[src/rtl/turn_sequencer_if.sv]
// turn_sequencer_if
//   Bundles the button, CPU-engine handshake and display-facing signals of
//   the tic-tac-toe game-flow controller.
//   slave  : view used by turn_sequencer (inputs from debouncer/engine,
//            outputs towards renderer, 7-segment display and engine).
//   master : view used by whoever drives the sequencer (top level or bench).
//   Signals:
//     btn_pulse[4:0]   one-cycle pulses: [0] center, [1] up, [2] down,
//                      [3] left, [4] right
//     cpu_mode         1 = CPU plays O (taken when a game starts)
//     cpu_move_valid   engine offers a move
//     cpu_move_idx     offered cell, 0..8 legal
//     cpu_move_req     sequencer wants a move from the engine
//     cpu_move_ack     one-cycle accept of an offered move
//     cpu_move_err     one-cycle reject of an offered move
//     board_x/board_o  bit i = mark in cell i (cell = row*3 + col)
//     cursor           highlighted cell, 0..8
//     winner           00 none, 01 X, 10 O, 11 draw
//     turn             0 = X to move, 1 = O to move
//     state            FSM state encoding
interface turn_sequencer_if;
  logic [4:0] btn_pulse;
  logic       cpu_mode;
  logic       cpu_move_valid;
  logic [3:0] cpu_move_idx;
  logic       cpu_move_req;
  logic       cpu_move_ack;
  logic       cpu_move_err;
  logic [8:0] board_x;
  logic [8:0] board_o;
  logic [3:0] cursor;
  logic [1:0] winner;
  logic       turn;
  logic [2:0] state;

  modport slave (
    input  btn_pulse, cpu_mode, cpu_move_valid, cpu_move_idx,
    output cpu_move_req, cpu_move_ack, cpu_move_err,
    output board_x, board_o, cursor, winner, turn, state
  );

  modport master (
    output btn_pulse, cpu_mode, cpu_move_valid, cpu_move_idx,
    input  cpu_move_req, cpu_move_ack, cpu_move_err,
    input  board_x, board_o, cursor, winner, turn, state
  );
endinterface

[src/rtl/turn_sequencer.sv]
// turn_sequencer
//   Game-flow controller for the VGA tic-tac-toe design. Converts debounced
//   button pulses into cursor moves and mark placements, alternates turns
//   between X and O, and arbitrates the board-write path between a human O
//   player and an external CPU move engine.
//   Ports:
//     clk    system clock (debouncer domain)
//     reset  synchronous, active-low reset
//     bus    turn_sequencer_if.slave: buttons, CPU handshake, board/cursor/
//            winner/turn/state outputs. Every output is a register.
module turn_sequencer (
  input  logic             clk,
  input  logic             reset,
  turn_sequencer_if.slave  bus
);

  typedef enum logic [2:0] {
    IDLE   = 3'd0,
    X_TURN = 3'd1,
    O_TURN = 3'd2,
    CHECK  = 3'd3,
    OVER   = 3'd4
  } state_t;

  localparam logic [3:0] CURSOR_HOME = 4'd4;
  localparam logic [3:0] FULL_BOARD  = 4'd9;

  // Eight winning lines as cell masks: rows, columns, then both diagonals.
  localparam logic [71:0] LINE_MASKS = {
    9'h054, 9'h111,                 // anti-diagonal 2,4,6 ; diagonal 0,4,8
    9'h124, 9'h092, 9'h049,         // columns 2, 1, 0
    9'h1C0, 9'h038, 9'h007          // rows 2, 1, 0
  };

  state_t     state_reg, state_next;
  logic [8:0] board_x_reg, board_x_next;
  logic [8:0] board_o_reg, board_o_next;
  logic [3:0] cursor_reg, cursor_next;
  logic [3:0] move_count_reg, move_count_next;
  logic [1:0] winner_reg, winner_next;
  logic       turn_reg, turn_next;
  logic       cpu_mode_reg, cpu_mode_next;
  logic       req_reg, req_next;
  logic       ack_reg, ack_next;
  logic       err_reg, err_next;

  logic [7:0] line_x, line_o;
  logic [8:0] cursor_cell;
  logic [8:0] cpu_cell;
  logic       cursor_free;
  logic       cpu_move_ok;
  logic [3:0] move_count_inc;

  genvar gi;
  generate
    for (gi = 0; gi < 8; gi++) begin : g_line
      localparam logic [8:0] MASK = LINE_MASKS[gi*9 +: 9];
      assign line_x[gi] = ((board_x_reg & MASK) == MASK);
      assign line_o[gi] = ((board_o_reg & MASK) == MASK);
    end
  endgenerate

  // One-hot cell selects; an index above 8 shifts out to zero, which makes
  // out-of-range CPU offers fall through as illegal without a range compare.
  assign cursor_cell = 9'b1 << cursor_reg;
  assign cpu_cell    = 9'b1 << bus.cpu_move_idx;
  assign cursor_free = ((board_x_reg | board_o_reg) & cursor_cell) == 9'd0;
  assign cpu_move_ok = (cpu_cell != 9'd0) &&
                       (((board_x_reg | board_o_reg) & cpu_cell) == 9'd0);
  assign move_count_inc = (move_count_reg == FULL_BOARD) ? FULL_BOARD
                                                         : move_count_reg + 4'd1;

  function automatic logic [3:0] cursor_up(input logic [3:0] c);
    return (c >= 4'd3) ? c - 4'd3 : c + 4'd6;
  endfunction

  function automatic logic [3:0] cursor_down(input logic [3:0] c);
    return (c <= 4'd5) ? c + 4'd3 : c - 4'd6;
  endfunction

  function automatic logic [3:0] cursor_left(input logic [3:0] c);
    return (c == 4'd0 || c == 4'd3 || c == 4'd6) ? c + 4'd2 : c - 4'd1;
  endfunction

  function automatic logic [3:0] cursor_right(input logic [3:0] c);
    return (c == 4'd2 || c == 4'd5 || c == 4'd8) ? c - 4'd2 : c + 4'd1;
  endfunction

  always_ff @(posedge clk) begin
    if (!reset) begin
      state_reg      <= IDLE;
      board_x_reg    <= 9'd0;
      board_o_reg    <= 9'd0;
      cursor_reg     <= CURSOR_HOME;
      move_count_reg <= 4'd0;
      winner_reg     <= 2'b00;
      turn_reg       <= 1'b0;
      cpu_mode_reg   <= 1'b0;
      req_reg        <= 1'b0;
      ack_reg        <= 1'b0;
      err_reg        <= 1'b0;
    end else begin
      state_reg      <= state_next;
      board_x_reg    <= board_x_next;
      board_o_reg    <= board_o_next;
      cursor_reg     <= cursor_next;
      move_count_reg <= move_count_next;
      winner_reg     <= winner_next;
      turn_reg       <= turn_next;
      cpu_mode_reg   <= cpu_mode_next;
      req_reg        <= req_next;
      ack_reg        <= ack_next;
      err_reg        <= err_next;
    end
  end

  always_comb begin
    state_next      = state_reg;
    board_x_next    = board_x_reg;
    board_o_next    = board_o_reg;
    cursor_next     = cursor_reg;
    move_count_next = move_count_reg;
    winner_next     = winner_reg;
    turn_next       = turn_reg;
    cpu_mode_next   = cpu_mode_reg;
    ack_next        = 1'b0;
    err_next        = 1'b0;

    case (state_reg)
      IDLE: begin
        if (bus.btn_pulse[0]) begin
          cpu_mode_next = bus.cpu_mode;
          state_next    = X_TURN;
        end
      end

      X_TURN, O_TURN: begin
        if (state_reg == O_TURN && cpu_mode_reg) begin
          // Engine owns the board-write path; buttons are ignored here.
          if (bus.cpu_move_valid) begin
            if (cpu_move_ok) begin
              ack_next        = 1'b1;
              board_o_next    = board_o_reg | cpu_cell;
              cursor_next     = bus.cpu_move_idx;
              move_count_next = move_count_inc;
              state_next      = CHECK;
            end else begin
              err_next = 1'b1;
            end
          end
        end else if (bus.btn_pulse[0]) begin
          // Center always wins priority, even when the cell is taken and
          // the press therefore does nothing.
          if (cursor_free) begin
            if (state_reg == X_TURN) board_x_next = board_x_reg | cursor_cell;
            else                     board_o_next = board_o_reg | cursor_cell;
            move_count_next = move_count_inc;
            state_next      = CHECK;
          end
        end else if (bus.btn_pulse[1]) begin
          cursor_next = cursor_up(cursor_reg);
        end else if (bus.btn_pulse[2]) begin
          cursor_next = cursor_down(cursor_reg);
        end else if (bus.btn_pulse[3]) begin
          cursor_next = cursor_left(cursor_reg);
        end else if (bus.btn_pulse[4]) begin
          cursor_next = cursor_right(cursor_reg);
        end
      end

      CHECK: begin
        // A line completed on the ninth move is a win, so lines are tested
        // before the full-board draw condition.
        if (|line_x) begin
          winner_next = 2'b01;
          state_next  = OVER;
        end else if (|line_o) begin
          winner_next = 2'b10;
          state_next  = OVER;
        end else if (move_count_reg == FULL_BOARD) begin
          winner_next = 2'b11;
          state_next  = OVER;
        end else begin
          turn_next  = ~turn_reg;
          state_next = turn_reg ? X_TURN : O_TURN;
        end
      end

      OVER: begin
        if (bus.btn_pulse[0]) begin
          board_x_next    = 9'd0;
          board_o_next    = 9'd0;
          winner_next     = 2'b00;
          move_count_next = 4'd0;
          turn_next       = 1'b0;
          cursor_next     = CURSOR_HOME;
          state_next      = IDLE;
        end
      end

      default: state_next = IDLE;
    endcase

    // Registered request: high exactly while the next state is CPU O_TURN,
    // so it drops on the same edge that accepts the move.
    req_next = (state_next == O_TURN) && cpu_mode_next;
  end

  assign bus.state        = state_reg;
  assign bus.board_x      = board_x_reg;
  assign bus.board_o      = board_o_reg;
  assign bus.cursor       = cursor_reg;
  assign bus.winner       = winner_reg;
  assign bus.turn         = turn_reg;
  assign bus.cpu_move_req = req_reg;
  assign bus.cpu_move_ack = ack_reg;
  assign bus.cpu_move_err = err_reg;

endmodule

[src/flat_wrapper.sv]
// flat-port wrapper written by rule: the top's interface ports become plain ports
module turn_sequencer_flat 
  (clk, reset, bus_btn_pulse, bus_cpu_mode, bus_cpu_move_valid, bus_cpu_move_idx, bus_cpu_move_req, bus_cpu_move_ack, bus_cpu_move_err, bus_board_x, bus_board_o, bus_cursor, bus_winner, bus_turn, bus_state);
  turn_sequencer_if bus_i ();
  input  logic clk;
  input  logic reset;
  input wire logic [$bits(bus_i.btn_pulse)-1:0] bus_btn_pulse;
  input wire logic [$bits(bus_i.cpu_mode)-1:0] bus_cpu_mode;
  input wire logic [$bits(bus_i.cpu_move_valid)-1:0] bus_cpu_move_valid;
  input wire logic [$bits(bus_i.cpu_move_idx)-1:0] bus_cpu_move_idx;
  output wire logic [$bits(bus_i.cpu_move_req)-1:0] bus_cpu_move_req;
  output wire logic [$bits(bus_i.cpu_move_ack)-1:0] bus_cpu_move_ack;
  output wire logic [$bits(bus_i.cpu_move_err)-1:0] bus_cpu_move_err;
  output wire logic [$bits(bus_i.board_x)-1:0] bus_board_x;
  output wire logic [$bits(bus_i.board_o)-1:0] bus_board_o;
  output wire logic [$bits(bus_i.cursor)-1:0] bus_cursor;
  output wire logic [$bits(bus_i.winner)-1:0] bus_winner;
  output wire logic [$bits(bus_i.turn)-1:0] bus_turn;
  output wire logic [$bits(bus_i.state)-1:0] bus_state;
  assign bus_i.btn_pulse = bus_btn_pulse;
  assign bus_i.cpu_mode = bus_cpu_mode;
  assign bus_i.cpu_move_valid = bus_cpu_move_valid;
  assign bus_i.cpu_move_idx = bus_cpu_move_idx;
  assign bus_cpu_move_req = bus_i.cpu_move_req;
  assign bus_cpu_move_ack = bus_i.cpu_move_ack;
  assign bus_cpu_move_err = bus_i.cpu_move_err;
  assign bus_board_x = bus_i.board_x;
  assign bus_board_o = bus_i.board_o;
  assign bus_cursor = bus_i.cursor;
  assign bus_winner = bus_i.winner;
  assign bus_turn = bus_i.turn;
  assign bus_state = bus_i.state;
  turn_sequencer u_core (.clk(clk), .reset(reset), .bus(bus_i));
endmodule
[config.mk]
export PLATFORM = sky130hd
export DESIGN_NAME = turn_sequencer_flat
export DESIGN_NICKNAME = d
export VERILOG_FILES = /design/src/rtl/turn_sequencer_if.sv /design/src/rtl/turn_sequencer.sv /design/src/flat_wrapper.sv
export SDC_FILE = /design/constraint.sdc
export NUM_CORES = 1
export LEC_CHECK = 0
export ABC_AREA = 1
export ABC_CLOCK_PERIOD_IN_PS = 2700
export CAP_MARGIN = 30
export CORE_ASPECT_RATIO = 2
export CORE_MARGIN = 3
export CORE_UTILIZATION = 47
export DETAILED_ROUTE_END_ITERATION = 8
export DONT_BUFFER_PORTS = 1
export HOLD_SLACK_MARGIN = 0.05
export PLACE_DENSITY = 0.66
export SLEW_MARGIN = 40
export SYNTH_ARGS = -nofsm -noshare
export SYNTH_HDL_FRONTEND = slang
export SYNTH_SLANG_ARGS = --single-unit
[constraint.sdc]
create_clock -name clk -period 2.7 [get_ports clk]
set_clock_uncertainty 0.05 [all_clocks]
set_input_delay 0.27 -clock clk [delete_from_list [all_inputs] [get_ports clk]]
set_output_delay 0.27 -clock clk [all_outputs]
set_load 0.02 [all_outputs]
Word-level counts from Yosys, hierarchy flattened
Index checks and enable logic that the tools add are counted.

cells by class
  $add $sub $neg = 9
  magnitude comparators = 2
  equality and inequality tests = 43
  shifts and indexed selects = 2
  mux-type cells = 61
  bitwise operators = 7
  reductions and logical operators = 24

operators by type and width
  operator                                          count
  2-to-1 mux 9 bit                                  11
  2-to-1 mux 4 bit                                  20
  == test 3 bit (second input constant)             17
  bitwise OR 9 bit                                  4
  one-hot mux 9 bit (2 select lines)                2
  2-to-1 mux 3 bit                                  10
  AND 9 bit                                         2
  logical NOT 9 bit                                 2
  AND reduction 6 bit                               3
  left shift 1 x 4 -> 9 bit (first input constant)  2
  one-hot mux 4 bit (2 select lines)                2
  OR reduction 8 bit                                2
  != test 2 bit (second input constant)             6
  != test 3 x 2 -> 1 bit (second input constant)    4
  one-hot mux 3 bit (4 select lines)                1
  2-to-1 mux 2 bit                                  5
  == test 3 x 2 -> 1 bit (second input constant)    3
  nonzero test 9 bit                                1
  adder 4 x 1 -> 4 bit (second input constant)      2
  adder 4 x 2 -> 4 bit (second input constant)      2
  == test 4 x 2 -> 1 bit (second input constant)    2
  == test 4 x 3 -> 1 bit (second input constant)    2
  == test 4 bit (second input constant)             2
  2-to-1 mux 1 bit                                  8
  25 further kinds                                  33

word-level totals
  register bits = 36
  output and inout port bits = 31

Logic depth before layout (Yosys ltp)
  word-level depth = 11
  mapped depth = 15
  depth with buffers taken out = 15

Least setup slack after synthesis
No wires, ideal clock.

  path kind = flip-flop to flip-flop
  start point = register u_core.cursor_reg[1] (netlist: u_core.bus.cursor[1])
  end point = register u_core.move_count_reg[0]
  library setup time = 118 ps
  arrival = 1892 ps
  path slack = 640 ps
  stages on the path, launching flop included = 13
  clock period less this slack = 2060 ps
  path through = dfxtp_1 inv_1 ha_1 nand2_1 nor2_1 nand2_1 nand2_1 nor2_1 nand2_2 nand2_2 nand3_2 nor3_1 nor2_1

between the ends
  word-level cells in the longest chain between the ends = 5

RTL lines
  what                              RTL line               source
  start, declared                   turn_sequencer.sv:38   logic [3:0] cursor_reg, cursor_next;
  start signal, assigned            turn_sequencer.sv:106  cursor_reg <= cursor_next;
  left shift 1 x 4 -> 9 bit         turn_sequencer.sv:65   assign cursor_cell = 9'b1 << cursor_reg;
  AND 9 bit                         turn_sequencer.sv:67   assign cursor_free = ((board_x_reg | board_o_reg) & cursor_cell) == 9'd0;
  logical NOT 9 bit                 turn_sequencer.sv:67
  != test 3 x 1 -> 1 bit (no line)  --
  AND reduction 6 bit (no line)     --
  end signal, assigned              turn_sequencer.sv:107  move_count_reg <= move_count_next;
  end, declared                     turn_sequencer.sv:39   logic [3:0] move_count_reg, move_count_next;

No other way between the ends.
A chain may end at the register's enable or synchronous reset.

Worst setup path in the final report
  start point = register u_core.cursor_reg[1] (netlist: u_core.bus.cursor[1])
  end point = register u_core.board_o_reg[8] (netlist: u_core.bus.board_o[8])

between the ends
  word-level cells in the longest chain between the ends = 7

RTL lines
  what                                RTL line               source
  left shift 1 x 4 -> 9 bit *         turn_sequencer.sv:65
  bitwise OR 9 bit                    turn_sequencer.sv:156  else board_o_next = board_o_reg | cursor_cell;
  2-to-1 mux 9 bit                    turn_sequencer.sv:155  if (state_reg == X_TURN) board_x_next = board_x_reg | cursor_cell;
  2-to-1 mux 9 bit                    turn_sequencer.sv:154  if (cursor_free) begin
  2-to-1 mux 9 bit                    turn_sequencer.sv:151  end else if (bus.btn_pulse[0]) begin
  2-to-1 mux 9 bit                    turn_sequencer.sv:138  if (state_reg == O_TURN && cpu_mode_reg) begin
  one-hot mux 9 bit (2 select lines)  turn_sequencer.sv:129  case (state_reg)
  end signal, assigned                turn_sequencer.sv:105  board_o_reg <= board_o_next;
  end, declared                       turn_sequencer.sv:37   logic [8:0] board_o_reg, board_o_next;

Mark *: on every way between the ends. The rest lies on a longest branch, timed or not. The select of a mux whose other input is x is not followed.

==> reports/results.ini <==
[grt]
met2_usage=0.487
grt_use_met1=0.282
grt_use_met3=0.0387
grt_max_degree=22
grt_pass1_wl_mm=14.4
antenna_found_initial=0
grt_pass1_vias=3028
grt-ovfl-total=0
busiest_layer=met2
track_usage=0.269

[setup_path]
endpoint_kind=flop
crit_buf_inv=2
cp_cell_sequence=inv_1 -> ha_1 -> nand3_2 -> inv_1 -> nand2_1 -> nand3_1 -> nor2_2 -> nand2_2 -> a21oi_4 -> nand3_1 -> a21oi_1
crit_arrival_ns=2.45
critical_path_required_ns=2.86
slowest_delay_ns=0.47
critPathTopFamily=simple AND/OR/NAND/NOR gates
worstSetupPathType=reg2reg
rrSetupSlack_ns=0.41
start_kind=flop
crit_fanout=9
critical-path-slowest-cell=dfxtp_1

[placement]
numPortBuffers=0
dpl.hpwl_mm=7.04
placedInstanceArea_um2=2950
place_congestion=0.984
pre_cts_slack_ns=0.457

[drt]
via_per_inst=5.66
drc=0
vias=3010
first_pass_iters=5
drt_iter0_drc=192
antenna_violating_nets_post_route=0
wirelength_mm=8.79
routedWlPerCell_um=16.5

[power_and_ir_drop]
vdd_ir_drop_max_mv=0.312
switching_share=0.383
leakage_nw=1.47
combPwrFrac=0.354
pwr_density_cell_nw_per_um2=669
seq_power_share=0.308
internal-power_mw=1.30
p_sw_mw=0.807
clkPwrFrac=0.337
power_mw=2.11

[clock_tree]
ctsHtreeMaxLevel=2
cts_buffers=5
ctsLongestPathBuffers=2
post-cts-setup-buffers=0
cts_tree=built
clk_pin_slew_ns=0.06
clock_latency_ns=0.29
cts.sinks=36
cts_root_buf=clkbuf_16

[die]
initial_core_util=0.494
die_w_um=61.3
core-area_um2=5810
dieHeight_um=117
placementRows=39
num_io_pins=44
dieArea_um2=7140

[finish]
final_core_util=0.542
area_delta_synth_final_pct=9.68
final_area_um2=3150
drive_gt1_frac=0.108
diodes=0
layout.nets=497

[sta]
fin_ws_ns=0.409
tightestPinTransition_ns=0.593
setup_viol=0
finalCritPeriodShare=0.849
post-route-min-period_ns=2.29
fmax_mhz=436
slew-limit-headroom=0.604
tns_ns=0
rsz0062_at_grt=false
drv_slew=0
hold_viol_final=0

[synthesis]
netlist_instances=463
seq_area_frac_synth=0.251
syn_area_um2=2870
synthesis.nets=490
synth_area_per_cell_um2=6.20
yosysWarnings=0
synth.ff_latch_count=36
ys_types=35

[run]
maxCapViolCount=0

[min_path]
hold_path_class=in2reg

[status]
status=finished clean

[stage by stage]
stage | std cells | hold WS, ns
after floorplan | 463 | 0.362
after global placement | 522 | 0.345
after detailed placement | 522 | 0.350
after CTS | 532 | 0.0505
after global routing | 532 | 0.0636
final | 532 | 0.0577
[synthesized netlist by cell type]
master	n	area (um2)
a21oi_1	41	205
a21oi_4	3	48.8
a31oi_1	1	6.26
buf_2	4	20.0
buf_4	2	15.0
clkbuf_1	1	3.75
clkinv_1	1	3.75
dfxtp_1	36	721
ha_1	14	175
inv_1	51	191
inv_2	11	41.3
inv_4	1	6.26
nand2_1	130	488
nand2_2	4	25.0
nand2_4	3	33.8
nand3_1	51	255
nand3_2	6	60.1
nand3b_1	2	15.0
nand4_1	9	56.3
nand4_2	1	12.5
nand4_4	1	21.3
nor2_1	40	150
nor2_2	4	25.0
nor2_4	1	11.3
nor3_1	6	30.0
nor3_2	1	10.0
nor3_4	1	16.3
nor4_1	2	12.5
o211ai_1	3	22.5
o21ai_0	17	85.1
o21ai_1	7	35.0
o41ai_1	1	8.76
or2_2	1	6.26
xnor2_1	1	8.76
xor2_1	5	43.8
[worst paths after layout]
check,from,endpoint,depth (start not counted)
min reg2reg,u_core.move_count_reg[3]$_SDFFE_PN0P_,u_core.move_count_reg[3]$_SDFFE_PN0P_,2
min,reset,u_core.move_count_reg[1]$_SDFFE_PN0P_,2
max,u_core.bus.cursor[1]$_SDFFE_PN0P_,u_core.bus.board_o[8]$_SDFFE_PN0P_,11
max reg2reg,u_core.bus.cursor[1]$_SDFFE_PN0P_,u_core.bus.board_o[8]$_SDFFE_PN0P_,11
[final cells by class]
cell class                 instances  area (um2)
clock buffer                       7         153
clock inverter                     1        30.0
fill                             606        2660
inverter                          64         243
multi-input combinational        356        1870
sequential                        36         721
tap                               61        76.3
timing repair buffer               7        57.6
[power by group through the flow]
stage	Sequential (mW)	Combinational [mW]	Clock, mW
floorplan	0.658	0.551	0
global placement	0.659	0.738	0
detailed placement	0.662	0.737	0
CTS	0.650	0.743	0.724
global route	0.656	0.842	0.744
finish	0.650	0.746	0.711
[metal layers]
| metal | share of wire | vias to the layer above |
|---|---|---|
| met3 | 0.040 | 28 |
| li1 | - | 1526 |
| met5 | 0 | - |
| met2 | 0.54 | 81 |
| met1 | 0.37 | 1375 |
| met4 | 0.049 | 0 |
[cell families after synthesis]
family / Yosys count / share of synthesized area
flip-flops: 36 / 0.251
buffers and inverters: 71 / 0.0981
AND/OR/NAND/NOR: 263 / 0.428
AO/OA/AOI/OAI: 73 / 0.143
adder cells (fa/ha/maj): 14 / 0.0610
XOR/XNOR: 6 / 0.0183
[repair_timing]
action                                 4_1_cts  5_1_grt
gates resized for setup                      0        0
endpoints found under the hold margin        1        0
hold buffers                                 2        0
[cells in the final DEF, fill, tap and decap left out, drive strengths merged]
cell         count
o211ai           3
nand3b           2
bufinv           1
nand4           11
a31oi            1
buf              5
clkinv           1
nor3             8
o41ai            1
o21ai           24
inv             63
a21oi           44
ha              14
dlygate4sd3      2
xnor2            1
or2              1
nand2          137
nand3           57
dfxtp           36
clkbuf           7
nor4             2
xor2             5
nor2            45
Note: power is estimated with default switching activity, not from simulation.
